--- src/rtl/s9234_n161_bist.sv ---
// LFSR/MISR BIST controller for the s9234 n161 cone. N_PAT+1 cycles from start to the done pulse.
// No backpressure: start is taken only in IDLE, and abort returns the controller to IDLE.
module s9234_n161_bist #(
    parameter int                PAT_W  = 82,
    parameter int                SIG_W  = 16,
    parameter int                N_PAT  = 1024,
    parameter logic [PAT_W-1:0]  SEED   = {{(PAT_W-1){1'b0}}, 1'b1},
    parameter logic [SIG_W-1:0]  GOLDEN = '0
) (
    input  logic             CK,
    input  logic             rst_n,
    input  logic             start,
    input  logic             abort,
    output logic [PAT_W-1:0] pat,
    input  logic             resp,
    output logic             busy,
    output logic             done,
    output logic             pass,
    output logic [SIG_W-1:0] signature
);

    typedef enum logic [1:0] {
        IDLE   = 2'd0,
        RUN    = 2'd1,
        FINISH = 2'd2
    } state_t;

    localparam logic [15:0] CNT_LAST = 16'(N_PAT - 1);

    state_t           state_q, state_d;
    logic [PAT_W-1:0] pat_q, pat_d;
    logic [SIG_W-1:0] sig_q, sig_d;
    logic [15:0]      cnt_q, cnt_d;
    logic             pass_q, pass_d;

    logic [PAT_W-1:0] pat_step;
    logic [SIG_W-1:0] sig_step;

    always_comb begin
        pat_step = {pat_q[PAT_W-2:0], pat_q[PAT_W-1] ^ pat_q[37] ^ pat_q[34]};
        sig_step = {sig_q[SIG_W-2:0],
                    sig_q[SIG_W-1] ^ sig_q[14] ^ sig_q[12] ^ sig_q[3] ^ resp};
    end

    always_comb begin
        state_d = state_q;
        pat_d   = pat_q;
        sig_d   = sig_q;
        cnt_d   = cnt_q;
        pass_d  = pass_q;
        case (state_q)
            IDLE: begin
                if (start && !abort) begin
                    state_d = RUN;
                    pat_d   = SEED;
                    sig_d   = '0;
                    cnt_d   = '0;
                    pass_d  = 1'b0;
                end
            end
            RUN: begin
                // An aborted run keeps the signature of the patterns already compacted.
                if (abort) begin
                    state_d = IDLE;
                end else begin
                    sig_d = sig_step;
                    if (cnt_q == CNT_LAST) begin
                        state_d = FINISH;
                        pass_d  = (sig_step == GOLDEN);
                    end else begin
                        pat_d = pat_step;
                        cnt_d = cnt_q + 16'd1;
                    end
                end
            end
            FINISH: state_d = IDLE;
            default: state_d = IDLE;
        endcase
    end

    always_ff @(posedge CK) begin
        if (!rst_n) begin
            state_q <= IDLE;
            pat_q   <= SEED;
            sig_q   <= '0;
            cnt_q   <= '0;
            pass_q  <= 1'b0;
        end else begin
            state_q <= state_d;
            pat_q   <= pat_d;
            sig_q   <= sig_d;
            cnt_q   <= cnt_d;
            pass_q  <= pass_d;
        end
    end

    assign pat       = pat_q;
    assign signature = sig_q;
    assign busy      = (state_q != IDLE);
    assign done      = (state_q == FINISH);
    assign pass      = pass_q;

endmodule

--- config.mk ---
export PLATFORM = sky130hd
export DESIGN_NAME = s9234_n161_bist
export DESIGN_NICKNAME = d
export VERILOG_FILES = /design/src/rtl/s9234_n161_bist.sv
export SDC_FILE = /design/constraint.sdc
export NUM_CORES = 1
export LEC_CHECK = 0
export ABC_CLOCK_PERIOD_IN_PS = 1700
export BUFFER_PORTS_ARGS = -buffer_cell sky130_fd_sc_hd__buf_4
export CORE_MARGIN = 2
export CORE_UTILIZATION = 44
export CTS_CLUSTER_SIZE = 30
export DETAILED_ROUTE_END_ITERATION = 10
export GPL_TIMING_DRIVEN = 0
export PLACE_DENSITY = 0.79
export SETUP_SLACK_MARGIN = 0.4
export SLEW_MARGIN = 40
export SYNTH_ARGS = -nofsm -noshare
export SYNTH_HDL_FRONTEND = slang
export SYNTH_SLANG_ARGS = --single-unit
--- constraint.sdc ---
create_clock -name CK -period 1.7 [get_ports CK]
set_clock_uncertainty 0.2 [all_clocks]
set_input_delay 0.085 -clock CK [delete_from_list [all_inputs] [get_ports CK]]
set_output_delay 0.085 -clock CK [all_outputs]
set_load 0.02 [all_outputs]
Yosys cells after proc, flatten, opt, wreduce, memory -nomap -nowiden
Index checks and enable logic that the tools add are counted.
{ "word_totals": {"regBits": 117, "in_bits": 5, "elab_cells": 48} }
{ "classes": {"addsub": 1, "n_eq_ne": 8, "mux": 18, "bitwise_logic": 6, "reduce_logical": 10} }
{ "op_table": {"columns": ["cell", "count"], "rows": [
  ["82-bit two-way mux", 3],
  ["82-bit one-hot mux with 2 select lines", 1],
  ["16-bit two-way mux", 4],
  ["16-bit one-hot mux with 2 select lines", 2],
  ["16-bit by 1-bit adder with 16-bit output, second input constant", 1],
  ["16-bit by 10-bit equality test with 1-bit output, second input constant", 1],
  ["16-bit logical NOT", 1],
  ["2-bit != test, second input constant", 4],
  ["4-bit AND reduction", 2],
  ["2-bit two-way mux", 3],
  ["1-bit XOR", 6],
  ["2-bit one-hot mux with 2 select lines", 1],
  ["2-bit nonzero test", 2],
  ["1-bit two-way mux", 3],
  ["3-bit != test, second input constant", 1],
  ["3-bit AND reduction", 1],
  ["2-bit by 1-bit equality test with 1-bit output, second input constant", 1],
  ["2-bit equality test, second input constant", 1],
  ["2-bit logical NOT", 1],
  ["1-bit one-hot mux with 2 select lines", 1],
  ["2-bit AND reduction", 1],
  ["1-bit logical AND", 1],
  ["1-bit logical NOT", 1]
]} }

Depth between registers and ports, before layout
{ "logic_depth": {"ltp_word": 8, "depth_mapped": 7, "depth_no_buf": 5} }

Worst setup path before layout
OpenSTA, ideal clock, no wires.
{ "synth_path": {"path_kind": "flip-flop to flip-flop", "start": "register cnt_q[0]", "end": "register cnt_q[8]", "t_arrival_ps": 1646, "slack_ps": -217, "path_stages_with_launch": 7, "period_less_slack_ps": 1917, "path_cell_list": "dfxtp_1 -> ha_1 -> and4_1 -> and4_4 -> buf_6 -> or4_1 -> a21oi_1"} }
{ "synth_between": {"elab_chain_len": 4, "word_cells_on_any_way": 7, "cone_classes": "add/sub: 1; eq/ne: 2; mux: 3; reduce/logical: 1"} }
{ "synth_rtl": {"columns": ["item", "line", "text"], "rows": [
  ["start: declaration", "33", "logic [15:0] cnt_q, cnt_d;"],
  ["start signal: assignment", "92", "cnt_q <= cnt_d;"],
  ["16-bit by 1-bit adder with 16-bit output", "72", "cnt_d = cnt_q + 16'd1;"],
  ["16-bit two-way mux", "67", "if (cnt_q == CNT_LAST) begin"],
  ["16-bit two-way mux", "63", "if (abort) begin"],
  ["16-bit one-hot mux with 2 select lines", "51", "case (state_q)"]
]} }
Parallel ways exist; a longest one is shown, timed or not. The select of a mux whose other input is x is not followed.
A chain may end at the register's enable or synchronous reset.

Final worst setup path
{ "layout_path": {"start": "register cnt_q[0]", "end": "register cnt_q[2]"} }
The elaborated chain is that of the path after synthesis.

==> impl_metrics.csv <==
group,metric,value,unit
layout,area_growth,78.8,%
global_route,grt_pass1_vias,4472,
clock_network,cts_inserted_buffers,17,
logic_synthesis,synth_top_area_cell,"dfxtp_1",
detailed_routing,antenna_left,0,
global_route,grtUsageTotal,0.277,
sta,relSlewSlack,0.637,
sta,final.setup.worst_slack,-299,ps
clock_network,clock-sinks,117,
worst_setup_path,worstPathArrival,2240,ps
worst_setup_path,crit_fanout,5,
placed_design,io_buffer_count,104,
logic_synthesis,synthCells,463,
layout,fin_area,0.00797,mm^2
worst_setup_path,critPathKind,"reg2reg",
sta,fmax,500,MHz
logic_synthesis,synthAdderAreaFrac,0.00281,
global_route,grtUsageMet1,0.312,
logic_synthesis,synth_compound_area_frac,0.107,
logic_synthesis,yosys-top-cells-count,"dfxtp_1 (117), nand2_1 (95), mux2i_1 (53), o22ai_1 (31), clkbuf_1 (20)",
pwr,ir_drop,0.000851,V
logic_synthesis,synth_top_area_share,0.526,
logic_synthesis,synth-seq-area-share,0.526,
logic_synthesis,synth_edf_count,0,
min_path,hold_class,"in2reg",
sta,fin_crit,2000,ps
global_route,grt_pass1_wl,23.9,mm
worst_setup_path,cp-start-kind,"flip-flop",
global_route,use_met3,0.101,
global_route,grt_max_degree,17,
floorplanning,coreArea,0.00982,mm^2
global_route,grt_most_used_layer,"met2",
floorplanning,die-area,0.0109,mm^2
layout,nets,649,
detailed_routing,firstDrtPassIters,7,
placed_design,routabilityCongestion,0.838,
sta,rsz0062_at_grt,"true",
clock_network,cts_max_level,4,
status,status,"complete, but fails checks",
pwr,powerDensity,840,mW/mm^2
detailed_routing,vias_per_cell,6.41,
placed_design,dp_hpwl,7.75,mm
clock_network,hold_buffers,3,
sta,finalCritPeriodShare,1.18,
status,violations,"hold timing, setup timing",
floorplanning,fp-row-count,36,
detailed_routing,postRouteWirelength,21.0,mm
detailed_routing,drc_errors,0,
clock_network,path_clk_slew,60,ps
logic_synthesis,syn_nets,469,
placed_design,dpl_cell_area,0.00561,mm^2
logic_synthesis,async_reset_ff_frac,0,
worst_setup_path,cp_data_required_time,1940,ps
floorplanning,initial_core_util,0.454,
global_route,antenna_found_initial,1,
logic_synthesis,yosys.cell_count.top_type,"dfxtp_1",
detailed_routing,first_iter_violations,537,
global_route,use_met2,0.475,
layout,drive_above_1_share,0.621,
layout,fin_util,0.811,
pwr,power_leakage,0.00315,uW
global_route,grt-ovfl-total,0,
clock_network,clockBufferDepth,2,
logic_synthesis,synthFlopType,"dfxtp_1",
sta,setup-violations-final,108,
detailed_routing,vias,5039,
worst_setup_path,cp-end-kind,"flip-flop",
logic_synthesis,synth_top_family_by_area,"simple AND/OR/NAND/NOR gates",
floorplanning,die_w,105,um
logic_synthesis,syn_area_per_cell,9.62,um^2
logic_synthesis,yosys.area_share.simple,0.195,
layout,layout.cells.non_filler,786,
logic_synthesis,ys_ff_latch,117,
placed_design,place_ws,-217,ps
layout,fillers,435,
clock_network,cts_tree,"done",
sta,final_max_slew_viol_count,0,
logic_synthesis,yosysWarnings,0,
sta,hold_viol,5,
logic_synthesis,synth.cell_area,0.00445,mm^2
logic_synthesis,muxShareOfSynthArea,0.119,
floorplanning,die_h,105,um
logic_synthesis,synth.distinct_cells,42,
detailed_routing,avgRoutedWirePerCell,26.7,um
clock_network,cts-root-buf,"clkbuf_8",
floorplanning,boundaryPins,106,
sta,hold_ws,-272,ps
logic_synthesis,synth_xor_area_frac,0.0140,
run,cap_viol_max_count,0,
placed_design,dp_cells,700,
logic_synthesis,synth_area_leaders,"dfxtp_1 (53%), mux2i_1 (12%), nand2_1 (8.0%)",
clock_network,clk_latency,550,ps
sta,tightest_slew,544,ps
==> worst paths after layout <==
kind,from,endpoint,slack (ps),cells past startpoint
setup / recovery,cnt_q[0]$_SDFFE_PN0P_,cnt_q[2]$_SDFFE_PN0P_,-300,6
setup reg to reg,cnt_q[0]$_SDFFE_PN0P_,cnt_q[2]$_SDFFE_PN0P_,-300,6
hold reg to reg,pass$_SDFFE_PN0P_,pass$_SDFFE_PN0P_,290,2
hold / removal,abort,state_q[1]$_SDFFE_PN0P_,-270,4
==> cells by family after synthesis <==
kind of cell,Yosys count
muxes,53
buffers and inverters,35
xor gates and xnor gates,4
and+or+nand+nor,177
adders and majority gates,1
AOI/OAI and AO/OA,76
DFF,117
==> per-stage QoR <==
stage	total power, uW	TNS [ps]
after detailed placement	3080	-14830
after global placement	3070	-11440
after floorplan	3020	-84.3
final	6690	-20470
after CTS	6420	-6650
after global routing	6780	-21200
==> cells in the final DEF, fill, tap and decap left out, types with 7 or more instances in the layout <==
cell and instances:
nor2_1 18, mux2i_1 50, clkbuf_16 24, nand2_1 93
a21oi_1 11, or3_1 7, nand4_1 8, o22ai_2 24
buf_6 108, o31ai_1 8, buf_12 11, buf_4 39
dfxtp_4 25, a22oi_2 15, dfxtp_2 89
==> per-layer routing <==
layer	up-vias	part of all wire
met2	410	0.49
met3	147	0.093
met1	2461	0.35
met4	0	0.070
li1	2021	-
met5	-	0
==> flip-flops by register name (all words and copies together) (netlist names) <==
name	count
signature	16
cnt_q	16
pass	1
pat	82
state_q	2
==> report_power, final <==
part	leakage [uW]	switching (uW)	internal, uW
Combinational	0.00187	277	262
Sequential	0.00101	8.97	2710
Clock	0.000265	1340	2100
==> timing repair <==
item	CTS	global route
resized for setup	173	195
endpoints found under the setup margin	165	212
gates cloned	9	3
buffers inserted	18	24
hold endpoints to repair	31	7
pin swaps	41	27
==> area by class of cell <==
| cell class | instances | area (um^2) | area share |
|---|---|---|---|
| Sequential cell | 117 | 2550 | 0.320 |
| Inverter | 3 | 11.3 | 0.00141 |
| Multi-Input combinational cell | 311 | 2470 | 0.310 |
| Buffer | 32 | 424 | 0.0533 |
| Clock buffer | 24 | 490 | 0.0616 |
| Clock inverter | 4 | 47.5 | 0.00597 |
| Timing Repair Buffer | 161 | 1810 | 0.227 |
| Antenna cell | 1 | 2.50 | 0.000314 |
| Tap cell | 133 | 166 | 0.0209 |
==> worst max-delay path: stages, from the launching register on <==
cell	delay, ps
dfxtp_4	360
ha_4	160
and4_4	170
and4_4	220
buf_6	140
or4_1	410
a21oi_1	230
Note: power is estimated with default switching activity, not from simulation.
